[src/rtl/lm_sm_sequencer_if.sv]
// Bundle between pipe1, the LM/SM sequencer and the decode stage.
// master = pipe1/decode side, slave = the sequencer.
interface lm_sm_sequencer_if #(
  parameter int REG_W = 3
);
  logic             valid_in;
  logic [15:0]      IR;
  logic             stall_in;
  logic             flush;
  logic             stall_out;
  logic             uop_valid;
  logic [15:0]      uop_IR;
  logic [REG_W-1:0] uop_reg;
  logic [REG_W-1:0] uop_base;
  logic [REG_W-1:0] uop_offset;
  logic             uop_first;
  logic             uop_last;

  modport master (
    output valid_in, IR, stall_in, flush,
    input  stall_out, uop_valid, uop_IR, uop_reg, uop_base, uop_offset, uop_first, uop_last
  );

  modport slave (
    input  valid_in, IR, stall_in, flush,
    output stall_out, uop_valid, uop_IR, uop_reg, uop_base, uop_offset, uop_first, uop_last
  );
endinterface

[src/rtl/lm_sm_sequencer.sv]
// Purpose: expands LM/SM into one micro-op per listed register; other instructions pass through.
// Latency: one registered cycle; an N-register LM/SM occupies N consecutive unstalled cycles.
// Backpressure: stall_in freezes all state; stall_out holds pipe1 while the expansion runs.
module lm_sm_sequencer #(
  parameter int         NUM_REGS = 8,
  parameter int         REG_W    = 3,
  parameter logic [3:0] OP_LM    = 4'b0110,
  parameter logic [3:0] OP_SM    = 4'b0111
) (
  input logic              clk,
  input logic              reset_n,
  lm_sm_sequencer_if.slave bus
);

  typedef enum logic {IDLE, SEQ} state_t;

  state_t              state;
  logic [NUM_REGS-1:0] mask;
  logic [3:0]          parent_op;
  logic [8:0]          parent_lo;

  logic             uop_valid_q;
  logic [15:0]      uop_ir_q;
  logic [REG_W-1:0] uop_reg_q;
  logic [REG_W-1:0] uop_base_q;
  logic [REG_W-1:0] uop_offset_q;
  logic             uop_first_q;
  logic             uop_last_q;

  function automatic logic [REG_W-1:0] lowest_bit(input logic [NUM_REGS-1:0] v);
    logic [REG_W-1:0] idx;
    idx = '0;
    for (int i = NUM_REGS - 1; i >= 0; i--) begin
      if (v[i]) idx = REG_W'(i);
    end
    return idx;
  endfunction

  function automatic logic [NUM_REGS-1:0] onehot(input logic [REG_W-1:0] idx);
    return {{(NUM_REGS-1){1'b0}}, 1'b1} << idx;
  endfunction

  logic                is_lmsm;
  logic [NUM_REGS-1:0] in_list;
  logic [REG_W-1:0]    in_k;
  logic [NUM_REGS-1:0] in_rem;
  logic [REG_W-1:0]    seq_j;
  logic [NUM_REGS-1:0] seq_rem;

  assign is_lmsm = (bus.IR[15:12] == OP_LM) || (bus.IR[15:12] == OP_SM);
  assign in_list = bus.IR[NUM_REGS-1:0];
  assign in_k    = lowest_bit(in_list);
  assign in_rem  = in_list & ~onehot(in_k);
  assign seq_j   = lowest_bit(mask);
  assign seq_rem = mask & ~onehot(seq_j);

  always_ff @(posedge clk or negedge reset_n) begin
    if (!reset_n) begin
      state        <= IDLE;
      mask         <= '0;
      parent_op    <= '0;
      parent_lo    <= '0;
      uop_valid_q  <= 1'b0;
      uop_ir_q     <= '0;
      uop_reg_q    <= '0;
      uop_base_q   <= '0;
      uop_offset_q <= '0;
      uop_first_q  <= 1'b0;
      uop_last_q   <= 1'b0;
    end else if (bus.flush) begin
      state        <= IDLE;
      mask         <= '0;
      uop_offset_q <= '0;
      uop_valid_q  <= 1'b0;
    end else if (!bus.stall_in) begin
      case (state)
        IDLE: begin
          if (!bus.valid_in) begin
            uop_valid_q <= 1'b0;
          end else if (!is_lmsm) begin
            uop_valid_q  <= 1'b1;
            uop_ir_q     <= bus.IR;
            uop_reg_q    <= '0;
            uop_base_q   <= bus.IR[9 +: REG_W];
            uop_offset_q <= '0;
            uop_first_q  <= 1'b1;
            uop_last_q   <= 1'b1;
          end else if (in_list == '0) begin
            // empty register list retires silently as a NOP
            uop_valid_q <= 1'b0;
          end else begin
            uop_valid_q  <= 1'b1;
            uop_ir_q     <= {bus.IR[15:12], in_k, bus.IR[8:0]};
            uop_reg_q    <= in_k;
            uop_base_q   <= bus.IR[9 +: REG_W];
            uop_offset_q <= '0;
            uop_first_q  <= 1'b1;
            uop_last_q   <= (in_rem == '0);
            parent_op    <= bus.IR[15:12];
            parent_lo    <= bus.IR[8:0];
            mask         <= in_rem;
            state        <= (in_rem != '0) ? SEQ : IDLE;
          end
        end
        SEQ: begin
          // pipe1 is held here, so only the latched parent fields are used
          uop_valid_q  <= 1'b1;
          uop_ir_q     <= {parent_op, seq_j, parent_lo};
          uop_reg_q    <= seq_j;
          uop_offset_q <= uop_offset_q + 1'b1;
          uop_first_q  <= 1'b0;
          uop_last_q   <= (seq_rem == '0);
          mask         <= seq_rem;
          state        <= (seq_rem != '0) ? SEQ : IDLE;
        end
      endcase
    end
  end

  assign bus.stall_out  = (state == SEQ) | bus.stall_in;
  assign bus.uop_valid  = uop_valid_q;
  assign bus.uop_IR     = uop_ir_q;
  assign bus.uop_reg    = uop_reg_q;
  assign bus.uop_base   = uop_base_q;
  assign bus.uop_offset = uop_offset_q;
  assign bus.uop_first  = uop_first_q;
  assign bus.uop_last   = uop_last_q;

endmodule

[src/flat_wrapper.sv]
// flat-port wrapper written by rule: the top's interface ports become plain ports
module lm_sm_sequencer_flat 
#(
  parameter int         NUM_REGS = 8,
  parameter int         REG_W    = 3,
  parameter logic [3:0] OP_LM    = 4'b0110,
  parameter logic [3:0] OP_SM    = 4'b0111
)
  (clk, reset_n, bus_valid_in, bus_IR, bus_stall_in, bus_flush, bus_stall_out, bus_uop_valid, bus_uop_IR, bus_uop_reg, bus_uop_base, bus_uop_offset, bus_uop_first, bus_uop_last);
  lm_sm_sequencer_if #(.REG_W(REG_W)) bus_i ();
  input logic clk;
  input logic reset_n;
  input wire logic [$bits(bus_i.valid_in)-1:0] bus_valid_in;
  input wire logic [$bits(bus_i.IR)-1:0] bus_IR;
  input wire logic [$bits(bus_i.stall_in)-1:0] bus_stall_in;
  input wire logic [$bits(bus_i.flush)-1:0] bus_flush;
  output wire logic [$bits(bus_i.stall_out)-1:0] bus_stall_out;
  output wire logic [$bits(bus_i.uop_valid)-1:0] bus_uop_valid;
  output wire logic [$bits(bus_i.uop_IR)-1:0] bus_uop_IR;
  output wire logic [$bits(bus_i.uop_reg)-1:0] bus_uop_reg;
  output wire logic [$bits(bus_i.uop_base)-1:0] bus_uop_base;
  output wire logic [$bits(bus_i.uop_offset)-1:0] bus_uop_offset;
  output wire logic [$bits(bus_i.uop_first)-1:0] bus_uop_first;
  output wire logic [$bits(bus_i.uop_last)-1:0] bus_uop_last;
  assign bus_i.valid_in = bus_valid_in;
  assign bus_i.IR = bus_IR;
  assign bus_i.stall_in = bus_stall_in;
  assign bus_i.flush = bus_flush;
  assign bus_stall_out = bus_i.stall_out;
  assign bus_uop_valid = bus_i.uop_valid;
  assign bus_uop_IR = bus_i.uop_IR;
  assign bus_uop_reg = bus_i.uop_reg;
  assign bus_uop_base = bus_i.uop_base;
  assign bus_uop_offset = bus_i.uop_offset;
  assign bus_uop_first = bus_i.uop_first;
  assign bus_uop_last = bus_i.uop_last;
  lm_sm_sequencer #(.NUM_REGS(NUM_REGS), .REG_W(REG_W), .OP_LM(OP_LM), .OP_SM(OP_SM)) u_core (.clk(clk), .reset_n(reset_n), .bus(bus_i));
endmodule
[config.mk]
export PLATFORM = sky130hd
export DESIGN_NAME = lm_sm_sequencer_flat
export DESIGN_NICKNAME = d
export VERILOG_FILES = /design/src/rtl/lm_sm_sequencer_if.sv /design/src/rtl/lm_sm_sequencer.sv /design/src/flat_wrapper.sv
export SDC_FILE = /design/constraint.sdc
export NUM_CORES = 1
export LEC_CHECK = 0
export ABC_AREA = 1
export CORE_AREA = 2 2 81 83
export DETAILED_ROUTE_END_ITERATION = 8
export DIE_AREA = 0 0 83 85
export PLACE_DENSITY = 0.78
export REMOVE_ABC_BUFFERS = 1
export SYNTH_ARGS = -nofsm -noshare
export SYNTH_HDL_FRONTEND = slang
export SYNTH_SLANG_ARGS = --single-unit
export TNS_END_PERCENT = 20
[constraint.sdc]
create_clock -name clk -period 1.8 [get_ports clk]
set_clock_uncertainty 0.2 [all_clocks]
set_input_delay 0.36 -clock clk [delete_from_list [all_inputs] [get_ports clk]]
set_output_delay 0.36 -clock clk [all_outputs]
set_load 0.005 [all_outputs]
== After elaboration in Yosys (flattened, before gate mapping) ==
Index checks and enable logic that the tools add are counted.

* Register bits after elaboration: 50
* Output and inout port bits: 29
* Memory bits (writable): 0
* Bits in read-only memories: 0
* Memories kept: 0
* Latch bits: 0

* Add/sub/neg operators: 1
* Reduce and logical (&&, ||, !) cells: 11
* Equality and inequality tests: 10
* Bitwise logic cells: 9
* Shifts and indexed selects: 2
* $lt $le $gt $ge: 0
* Multipliers: 0
* Div/mod/pow operators: 0
* Mux-type cells: 60

{| class="wikitable"
|+ Operators by type and width
! operator !! number
|-
| $mux 3 || 26
|-
| $mux 16 || 3
|-
| $mux 8 || 5
|-
| $pmux 16 s2 || 1
|-
| $logic_not 8->1 || 3
|-
| $mux 1 || 18
|-
| $and 8x8->8 || 2
|-
| $not 8->8 || 2
|-
| $pmux 8 s2 || 1
|-
| $reduce_bool 8->1 || 2
|-
| $shl 1x3->8 const A || 2
|-
| $pmux 3 s2 || 2
|-
| $ne 3x3->1 const B || 3
|-
| $eq 4x3->1 const B || 2
|-
| $pmux 1 s2 || 4
|-
| $reduce_and 4->1 || 2
|-
| $reduce_and 6->1 || 1
|-
| $reduce_and 5->1 || 1
|-
| $ne 2x2->1 const B || 2
|-
| $ne 4x4->1 const B || 1
|-
| $not 1->1 || 4
|-
| $add 3x1->3 const B || 1
|-
| $ne 3x2->1 const B || 1
|-
| $reduce_and 3->1 || 1
|-
| 3 further kinds || 3
|}

== Longest topological paths before layout ==
Gate-level depths: netlist of the first run.

* Depth in word-level cells: 19
* Gate-level depth with buffers: 14
* Gate-level depth less buffers: 14

== Worst setup path before layout of the first run ==
OpenSTA, ideal clock, no wires.

* Kind: input to register
* From: input port bus_IR[1]
* To: register u_core.uop_ir_q[10], in the netlist u_core.bus.uop_IR[10]
* Required time: 1466 ps
* Buffers on the path: 1
* Cell stages on the path: 11
* Slack: 129 ps
* Arrival time: 1337 ps
* Cell sequence: nor2_2 > nand2_2 > nor2_2 > nand2_1 > nand2_1 > nand2_1 > nand2_2 > inv_2 > buf_6 > o211ai_1 > nand3_1

* Word-level cells in the longest chain between the ends: 6
* Elaborated cells between the ends (all ways): 9
* Those cells by class: 1 x eq/ne; 6 x mux; 2 x reduce/logical

{| class="wikitable"
|+ RTL lines
! item !! RTL line !! text
|-
| start, declared || flat_wrapper.sv:14 || <nowiki>input wire logic [$bits(bus_i.IR)-1:0] bus_IR;</nowiki>
|-
| $mux 3 (2 in a row) || lm_sm_sequencer.sv:34 || <nowiki>if (v[i]) idx = REG_W'(i);</nowiki>
|-
| $mux 16 || lm_sm_sequencer.sv:88 || <nowiki>end else if (in_list == '0) begin</nowiki>
|-
| $mux 16 || lm_sm_sequencer.sv:80 || <nowiki>end else if (!is_lmsm) begin</nowiki>
|-
| $mux 16 || lm_sm_sequencer.sv:78 || <nowiki>if (!bus.valid_in) begin</nowiki>
|-
| $pmux 16 s2 || lm_sm_sequencer.sv:76 || <nowiki>case (state)</nowiki>
|-
| end signal, assigned || lm_sm_sequencer.sv:82 || <nowiki>uop_ir_q <= bus.IR;</nowiki>
|-
| end signal, assigned || lm_sm_sequencer.sv:93 || <nowiki>uop_ir_q <= {bus.IR[15:12], in_k, bus.IR[8:0]};</nowiki>
|-
| end signal, assigned || lm_sm_sequencer.sv:108 || <nowiki>uop_ir_q <= {parent_op, seq_j, parent_lo};</nowiki>
|-
| end, declared || lm_sm_sequencer.sv:23 || <nowiki>logic [15:0] uop_ir_q;</nowiki>
|}

Several ways; a longest one is shown, not always the timed one. The select of a mux whose other input is x is not followed.
A chain may end at the register's enable or synchronous reset.

== Worst setup path after layout of the first run ==
* From: register u_core.mask[1]
* To: register u_core.state

* Word-level cells in the longest chain between the ends: 10

{| class="wikitable"
|+ RTL lines
! item !! RTL line !! text
|-
| start, declared || lm_sm_sequencer.sv:18 || <nowiki>logic [NUM_REGS-1:0] mask;</nowiki>
|-
| start signal, assigned || lm_sm_sequencer.sv:101 || <nowiki>mask <= in_rem;</nowiki>
|-
| start signal, assigned || lm_sm_sequencer.sv:113 || <nowiki>mask <= seq_rem;</nowiki>
|-
| $mux 3 (2 in a row) || lm_sm_sequencer.sv:34 ||
|-
| $shl 1x3->8 || lm_sm_sequencer.sv:40 || <nowiki>return {{(NUM_REGS-1){1'b0}}, 1'b1} << idx;</nowiki>
|-
| $not 8->8 || lm_sm_sequencer.sv:55 || <nowiki>assign seq_rem = mask & ~onehot(seq_j);</nowiki>
|-
| $and 8x8->8 * || lm_sm_sequencer.sv:55 ||
|-
| $reduce_bool 8->1 * || lm_sm_sequencer.sv:114 || <nowiki>state <= (seq_rem != '0) ? SEQ : IDLE;</nowiki>
|-
| $mux 1 * || lm_sm_sequencer.sv:114 ||
|-
| $pmux 1 s2 * || lm_sm_sequencer.sv:76 ||
|-
| $mux 1 * || lm_sm_sequencer.sv:75 || <nowiki>end else if (!bus.stall_in) begin</nowiki>
|-
| $mux 1 * || lm_sm_sequencer.sv:70 || <nowiki>end else if (bus.flush) begin</nowiki>
|-
| end signal, assigned || lm_sm_sequencer.sv:102 || <nowiki>state <= (in_rem != '0) ? SEQ : IDLE;</nowiki>
|-
| end signal, assigned || lm_sm_sequencer.sv:114 ||
|-
| end, declared || lm_sm_sequencer.sv:17 || <nowiki>state_t state;</nowiki>
|}

Mark *: on every way between the ends. The rest lies on a longest branch, timed or not. The select of a mux whose other input is x is not followed.

==> impl_metrics.toml, run 1 <==
[cts]
cts.clk_slew.worst_paths_ns = 0.09
clock-root-buffer = "clkbuf_8"
cts_buffer_depth = 2
cts.htree.levels = 2
clock-sinks = 50
clk_latency_ns = 0.31
cts_tree = "yes"
cts_made_buffers = 5

[pwr]
power_density_mw_per_mm2 = 772
switchingPower_mw = 0.813
p_leak_nw = 1.85
irDropWorstVdd_mv = 0.361
switching_share_pct = 29.1
pwr-share-clk_pct = 24.9
total_power_mw = 2.79
seqPwrFrac_pct = 49.2
pwr-share-comb_pct = 25.9
p_int_mw = 1.98

[yosys]
synth_top_area_cell = "dfrtp_1"
netlist_instances = 331
yosys_warnings = 0
synth_top_area_share_pct = 48.1
synth_edf_count = 0
syn_area_mm2 = 0.00260
synthTopCellsByArea = "dfrtp_1, nand2_1, o21ai_0"
syn_area_per_cell_um2 = 7.85
ys_seq_area_share_pct = 48.1
async_flop_share_pct = 100
synth-main-ff-cell = "dfrtp_1"
synth-seq-cells = 50
synth_cell_types = 32

[worst_setup_path]
slowest_stage = "dfrtp_1"
critPathTopFamily = "simple AND/OR/NAND/NOR gates"
crit_chain = "nor2_4 > nand2_2 > nor2_2 > nand3_1 > nand2_1 > nand2_1 > nor2_1 > nand3_1 > nand3_1 > nand2_1"
worst_path_largest_cell_delay_ns = 0.43
cp.required_ns = 1.80
cp-end-kind = "register"
arrival_ns = 1.77
cp-start-kind = "register"
cp_max_fo = 4
path_buf_inv = 0
path_class = "reg -> reg"

[detailed_routing]
drt_iter0_drc = 117
ant_nets = 0
via_count = 2471
post-route-drc-count = 0
wirelength_um = 6400
routedWlPerCell_um = 12.9
routed_via_density = 4.98
dr.pass1.iters = 4

[final_layout]
drive_above_1_share_pct = 23.6
largest_register_ffs = 16
fin_util_pct = 58.2
final-instance-count-excl-fill = 496
fin_nets = 440
diodes = 0
num-fill-cells = 522
area_delta_synth_final_pct = 39.0

[timing]
rsz0062_at_grt = "yes"
tightest_slew_ns = 0.286
hold_viol_final = 0
max_slew_margin_pct = 80.8
finalMaxSlewViolations = 0
min_period_ns = 1.77
fin_tns_setup_ns = 0
finalCritPeriodShare_pct = 98.2
max_freq_mhz = 566
setup_violations = 0

[floorplanning]
coreArea_mm2 = 0.00620
initial_utilization_pct = 41.9
dieArea_mm2 = 0.00706
io_pins = 50
die_x_um = 83
die_h_um = 85
row_count = 29

[global_route]
grt_pass1_wl_um = 10400
grt_pass1_vias = 2375
grt-ovfl-total = 0
grt_util_all_layers_pct = 17.9
antenna_found_initial = 0
grt_max_degree = 51

[place]
gp_congestion = 0.955
hpwl_um = 4520
port-buffer-count = 49
dpl.cell_count = 482

[worst_hold_path]
hp-class = "in -> reg"

[flow_run]
maxCapViolCount = 0

[run_status]
run_status = "finished, final reports clean"
==> final timing paths <==
path / start / end / slack (ns) / depth (start not counted)
max: u_core.mask[1] / u_core.state / 0.03 / 10
min: bus_IR[1] / u_core.parent_lo[1] / 0.20 / 3
max reg2reg: u_core.mask[1] / u_core.state / 0.03 / 10
min reg2reg: u_core.parent_op[2] / u_core.parent_op[2] / 0.25 / 2
max in group asynchronous: reset_n / u_core.bus.uop_reg[2] / 0.80 / 3
min in group asynchronous: reset_n / u_core.bus.uop_IR[8] / 0.35 / 3
==> timing repair <==
action                                  CTS  global route
gates resized for setup                  22            23
endpoints found under the hold margin    50             0
hold buffers                              1             0
endpoints found under the setup margin   48            40
pin swaps                                 8             8
cloned                                    0             0
setup buffers                             2             3
==> cell type report <==
| class | count | area [µm²] | area share, % |
|---|---|---|---|
| Sequential cell | 50 | 1250 | 34.6 |
| Multi-Input combinational cell | 231 | 1190 | 33.0 |
| Timing Repair Buffer | 93 | 838 | 23.2 |
| Inverter | 37 | 139 | 3.84 |
| Tap cell | 77 | 96.3 | 2.67 |
| Clock buffer | 6 | 82.6 | 2.29 |
| Clock inverter | 2 | 12.5 | 0.346 |
==> worst reg2reg max path: cells and delay by family (launching register included) <==
kind	cells	cell delay, ns
DFF	1	0.43
and+or+nand+nor	10	1.05
==> placed cells by master, fill, tap and decap left out, drive strengths merged, types with 2 or more instances in the layout <==
| master | Yosys | routed |
|---|---|---|
| a21boi | 2 | 2 |
| a21oi | 14 | 14 |
| buf | 9 | 44 |
| clkbuf | 4 | 8 |
| clkdlybuf4s50 | 0 | 35 |
| dfrtp | 50 | 50 |
| dlygate4sd2 | 0 | 8 |
| dlymetal6s2s | 0 | 3 |
| inv | 37 | 37 |
| nand2 | 110 | 110 |
| nand3 | 17 | 17 |
| nand4 | 3 | 3 |
| nor2 | 23 | 23 |
| o21ai | 47 | 47 |
| o22ai | 2 | 2 |
| o31ai | 3 | 3 |
==> layer usage <==
| metal | GRT usage [%] | wire length, µm |
|---|---|---|
| met5 | 0 | 0 |
| met4 | 7.15 | 68 |
| met3 | 3.89 | 295 |
| met2 | 30.7 | 3210 |
| met1 | 22.0 | 2820 |
==> per-stage QoR <==
stage	area, µm²	setup slack [ns]	hold WS (ns)
after CTS	3540	-0.00313	0.256
after global routing	3610	-0.0550	0.221
after detailed placement	3410	-0.535	0.168
after floorplan	2520	-0.499	-0.136
final	3610	0.0322	0.197
after global placement	3410	-0.483	0.166
==> cells by family after synthesis <==
family	share of synthesized area (%)
AO/OA/AOI/OAI	16.3
XOR/XNOR	0.337
adder cells (fa/ha/maj)	0.481
buffers and inverters	8.57
flip-flops	48.1
AND/OR/NAND/NOR	26.2
==> cells in the mapped netlist (2+ instances only) <==
master,count
nand3_1,17
a21boi_0,2
nand2_1,100
a21oi_1,14
clkbuf_1,3
o31ai_1,3
o22ai_1,2
inv_2,2
dfrtp_1,50
nor2_1,19
buf_2,3
nor2_2,3
inv_1,35
nand4_1,3
o21ai_0,36
nand2_2,10
o21ai_2,10
buf_6,4
buf_1,2
==> power by group through the flow <==
stage	Combinational (mW)	Sequential [mW]	Clock [mW]
6_report	0.722	1.37	0.696
5_1_grt	0.796	1.39	0.750
4_1_cts	0.703	1.37	0.709
3_5_place_dp	0.697	1.39	0
3_3_place_gp	0.675	1.38	0
2_1_floorplan	0.285	1.39	0
Power figures use the tool's default switching activity.
==> run 2, diff against run 1 <==
--- a/config.mk
+++ b/config.mk
@@ -9,6 +9,7 @@
 export CORE_AREA = 2 2 81 83
 export DETAILED_ROUTE_END_ITERATION = 8
 export DIE_AREA = 0 0 83 85
+export GPL_ROUTABILITY_DRIVEN = 0
 export PLACE_DENSITY = 0.78
 export REMOVE_ABC_BUFFERS = 1
 export SYNTH_ARGS = -nofsm -noshare
==> run 2 against run 1 <==
Effect of this change: maximum frequency increased by 1.5%; global-route usage decreased by 0.16 points; combinational power about the same; worst setup slack improved by 0.025 ns; non-clock buffer count increased by 1; wire length decreased by 3.0%; core utilization decreased by 0.26 points; critical endpoint is now bus_uop_base[1]; clock power decreased by 5.5%.
==> impl_metrics.toml, run 2 (synthesis gave the netlist of run 1 again) <==
[pwr]
pwr-share-comb_pct = 26.1
p_leak_nw = 1.86
seqPwrFrac_pct = 49.9
total_power_mw = 2.75
pwr-share-clk_pct = 24.0
irDropWorstVdd_mv = 0.419
switchingPower_mw = 0.804
switching_share_pct = 29.3
power_density_mw_per_mm2 = 764
p_int_mw = 1.94

[place]
port-buffer-count = 49
hpwl_um = 4520
dpl_worst_slack_ns = -0.489
placed_area_mm2 = 0.00343

[floorplanning]
io_pins = 50
die_h_um = 85
dieArea_mm2 = 0.00706
coreArea_mm2 = 0.00620
die_x_um = 83
row_count = 29
initial_utilization_pct = 41.9

[worst_setup_path]
arrival_ns = 1.18
critPathTopFamily = "buffers and inverters"
slowest_stage = "clkdlybuf4s50_1"
cp-end-kind = "output pin"
path_buf_inv = 1
regToRegSetupSlack_ns = 0.08
path_class = "reg -> out"
cp.required_ns = 1.24
worst_path_largest_cell_delay_ns = 0.50
crit_chain = "clkdlybuf4s50_1"
cp_max_fo = 2
cp-start-kind = "register"

[global_route]
grt_util_all_layers_pct = 17.7
antenna_found_initial = 0
grt_max_degree = 51
grt_pass1_wl_um = 10300
grt_pass1_vias = 2344
grt-ovfl-total = 0

[final_layout]
fin_nets = 441
drive_above_1_share_pct = 23.1
final_common_cell = "nand2_1"
area_delta_synth_final_pct = 38.4
layout_common_cells = "nand2_1, dfrtp_1, buf_4"
fin_area_mm2 = 0.00360
largest_register_ffs = 16
num-fill-cells = 534
diodes = 0

[cts]
clk_latency_ns = 0.30
cts_made_buffers = 5
cts_tree = "yes"
cts_buffer_depth = 2
cts.htree.levels = 2
clock-sinks = 50
cts.clk_slew.worst_paths_ns = 0.10
clock-root-buffer = "clkbuf_8"

[timing]
hold_viol_final = 0
setup_violations = 0
fin_tns_setup_ns = 0
max_slew_margin_pct = 79.5
setup_slack_ns = 0.0575
rsz0062_at_grt = "yes"
finalCritPeriodShare_pct = 96.8
tightest_slew_ns = 0.308
max_freq_mhz = 574
min_period_ns = 1.74
finalMaxSlewViolations = 0
hold_ws_ns = 0.243

[detailed_routing]
via_count = 2408
post-route-drc-count = 0
ant_nets = 0
drt_iter0_drc = 93
dr.pass1.iters = 4
routedWlPerCell_um = 12.5
wirelength_um = 6210
routed_via_density = 4.85

[worst_hold_path]
hp-class = "in -> reg"

[run_status]
run_status = "finished, final reports clean"

[flow_run]
maxCapViolCount = 0
[run 2: changes by cell type in the layout (fill, tap and decap cells not counted), moves of 2 or more]
cell | before | now
dlygate4sd2_1 | 8 | 10
a21oi_1 | 12 | 14
a21oi_2 | 2 | 0
dfrtp_2 | 0 | 2
buf_4 | 39 | 42
dfrtp_1 | 50 | 48
buf_6 | 2 | 0
[run 2: stage by stage]
| step | cells | util [%] |
|---|---|---|
| finish | 497 | 58.0 |
| CTS | 494 | 57.0 |
| global placement | 485 | 55.3 |
| floorplan | 318 | - |
| detailed placement | 485 | 55.3 |
| global route | 497 | 58.0 |
[run 2: cell type report]
type	count	area (µm²)	area share [%]
flip-flops and latches	50	1250	34.9
inverters	37	139	3.86
repair buffers	94	841	23.4
clock buffers	5	68.8	1.91
multi-input cells	231	1180	32.7
well taps	77	96.3	2.68
clock inverters	3	21.3	0.591
[run 2: worst paths after layout]
check	from	endpoint	depth (start not counted)
max in group asynchronous	reset_n	u_core.mask[1]	3
max reg2reg	u_core.mask[4]	u_core.state	10
min reg2reg	u_core.parent_op[2]	u_core.parent_op[2]	2
min in group asynchronous	reset_n	u_core.bus.uop_IR[12]	3
max	u_core.bus.uop_base[1]	bus_uop_base[1]	1
min	bus_IR[15]	u_core.bus.uop_IR[15]	3
[run 2: worst min-delay path, cell delays in order]
cell and delay, ns:
dlymetal6s2s_1 0.15, nor2_1 0.11, o31ai_1 0.08
[run 2: layer usage]
metal | wire length (µm) | part of all wire, % | up-vias | global-route usage (%)
met3 | 231 | 3.7 | 14 | 3.21
met4 | 104 | 1.7 | 0 | 6.56
li1 | - | - | 1241 | -
met5 | 0 | 0 | - | 0
met2 | 3110 | 50 | 48 | 30.8
met1 | 2760 | 44 | 1105 | 22.2
[run 2: timing repair]
action | CTS | global route
setup endpoints to repair | 50 | 15
hold buffers | 1 | 0
cloned | 0 | 0
gates resized for setup | 20 | 19
pin swaps | 7 | 5
buffers inserted | 0 | 3
hold endpoints to repair | 50 | 0
[run 2: power by group through the flow]
stage	clock network [mW]	logic [mW]	registers, mW
after global placement	0	0.683	1.38
after global routing	0.717	0.799	1.39
after detailed placement	0	0.700	1.39
final	0.658	0.719	1.37
after CTS	0.679	0.699	1.37
after floorplan	0	0.285	1.39
==> run 3, diff against run 2 <==
--- a/config.mk
+++ b/config.mk
@@ -6,11 +6,11 @@
 export NUM_CORES = 1
 export LEC_CHECK = 0
 export ABC_AREA = 1
-export CORE_AREA = 2 2 81 83
+export CORE_AREA = 2 2 78 87
 export DETAILED_ROUTE_END_ITERATION = 8
-export DIE_AREA = 0 0 83 85
+export DIE_AREA = 0 0 80 89
 export GPL_ROUTABILITY_DRIVEN = 0
-export PLACE_DENSITY = 0.78
+export PLACE_DENSITY = 0.77
 export REMOVE_ABC_BUFFERS = 1
 export SYNTH_ARGS = -nofsm -noshare
 export SYNTH_HDL_FRONTEND = slang
==> run 3 against run 2 <==
Effect of this change: clock power increased by 1%; via count rose by 4.5%; clock-buffer cell count did not move; maximum frequency shrank 2.8%; cell area is 2.7% higher; die area increased by 0.92%; wire length rose by 7.8%; highest routed layer unchanged.
==> impl_metrics.toml, run 3 (synthesis gave the netlist of run 1 again) <==
[run_status]
run_status = "finished, final reports clean"

[cts]
cts_buffer_depth = 2
clock-sinks = 50
cts.clk_slew.worst_paths_ns = 0.10
clock-root-buffer = "clkbuf_8"
clk_latency_ns = 0.30
cts.htree.levels = 2
cts_made_buffers = 5
cts_tree = "yes"

[detailed_routing]
wirelength_um = 6690
drt_iter0_drc = 129
ant_nets = 0
routed_via_density = 4.99
dr.pass1.iters = 4
via_count = 2516
post-route-drc-count = 0
routedWlPerCell_um = 13.3

[worst_hold_path]
hp-start = "bus_IR[1]"
hold_path_depth = 4
holdPathEnd = "u_core.parent_lo[1]"
hp-class = "in -> reg"

[worst_setup_path]
path_class = "in -> reg"
cp.required_ns = 1.83
rr_endpoint = "u_core.bus.uop_last"
arrival_ns = 1.82
cp_max_fo = 11
cp-start-kind = "primary input"
regToRegSetupSlack_ns = 0.08
reg2reg_depth = 11
cp-end-kind = "register"
worstReg2RegStart = "u_core.mask[1]"

[pwr]
p_leak_nw = 1.92
total_power_mw = 2.76
irDropWorstVdd_mv = 0.355
power_density_mw_per_mm2 = 747

[floorplanning]
dieArea_mm2 = 0.00712
die_x_um = 80
io_pins = 50
initial_utilization_pct = 42.2
coreArea_mm2 = 0.00616
row_count = 30
die_h_um = 89

[timing]
max_slew_margin_pct = 78.0
min_period_ns = 1.79
finalCritPeriodShare_pct = 99.6
rsz0062_at_grt = "yes"
hold_viol_final = 0
max_freq_mhz = 558
tightest_slew_ns = 0.331
finalMaxSlewViolations = 0
setup_violations = 0
fin_tns_setup_ns = 0

[global_route]
grt_pass1_vias = 2477
grt_util_all_layers_pct = 19.7
grt_max_degree = 51
grt_pass1_wl_um = 10900
grt-ovfl-total = 0
antenna_found_initial = 0

[final_layout]
largest_register_ffs = 16
diodes = 0
final_common_cell = "nand2_1"
area_delta_synth_final_pct = 42.2
fin_nets = 445
drive_above_1_share_pct = 23.3
num-fill-cells = 513
fin_util_pct = 60.0
layout_common_cells = "nand2_1, dfrtp_1, buf_4"

[flow_run]
maxCapViolCount = 0

[place]
port-buffer-count = 49
hpwl_um = 4690
## run 3: cell types whose count changed in the layout (fill, tap and decap cells not counted), sizes merged
cell / change
dlymetal6s2s: +2
buf: +4
dlygate4sd2: -1
clkdlybuf4s50: -4
clkdlybuf4s15: +3
## run 3: per-stage QoR
stage / cell area [µm²] / worst slack, ns / hold WS (ns) / instances
after CTS: 3620 / 0.00412 / 0.264 / 501
final: 3700 / 0.00678 / 0.233 / 504
after global placement: 3430 / -0.435 / 0.168 / 488
after floorplan: 2520 / -0.499 / -0.136 / 318
after detailed placement: 3430 / -0.469 / 0.170 / 488
after global routing: 3700 / -0.0491 / 0.234 / 504
## run 3: area by class of cell
cell class	count	area [µm²]	area share (%)
multi-input combinational	231	1170	31.6
sequential	50	1250	33.9
clock buffer	5	68.8	1.86
timing repair buffer	98	946	25.6
tap	80	100	2.71
clock inverter	3	21.3	0.575
inverter	37	139	3.76
## run 3: metal layers
metal  track usage (%)  wire, µm  vias to the layer above
met5                 0         0                        -
met4              8.63       238                        0
met2              34.7      3450                       71
li1                  -         -                     1247
met1              23.5      2720                     1174
met3              3.64       287                       24
## run 3: where the power goes
| group | switching [mW] | total (mW) | internal [mW] |
|---|---|---|---|
| Sequential | 0.0950 | 1.37 | 1.28 |
| Clock | 0.391 | 0.665 | 0.274 |
| Combinational | 0.335 | 0.727 | 0.392 |
## run 3: worst max-delay path by stage
stage	from	to	slack (ns)	depth (start not counted)
floorplan	u_core.state	u_core.parent_lo[0]	-0.50	5
global placement	bus_IR[1]	u_core.mask[2]	-0.43	9
detailed placement	bus_IR[1]	u_core.bus.uop_IR[11]	-0.47	11
CTS	bus_IR[3]	u_core.parent_lo[0]	0.004	9
global route	u_core.mask[6]	u_core.bus.uop_last	-0.05	13
finish	bus_IR[0]	u_core.parent_lo[0]	0.007	9
## run 3: critical path, cell delays in order
cell	delay (ns)
dlygate4sd2_1	0.25
nor2_2	0.07
nand2_2	0.10
nor2_2	0.05
nand3b_4	0.15
or3_4	0.39
buf_12	0.15
buf_16	0.14
o21ai_2	0.17
## run 3: what timing repair did
action                                  in CTS  in global routing
gates cloned                                 2                  0
pin swaps                                    4                  1
endpoints found under the setup margin      48                 30
endpoints found under the hold margin       50                  0
hold buffers                                 1                  0
gates resized for setup                     25                 19
buffers inserted                             2                  3
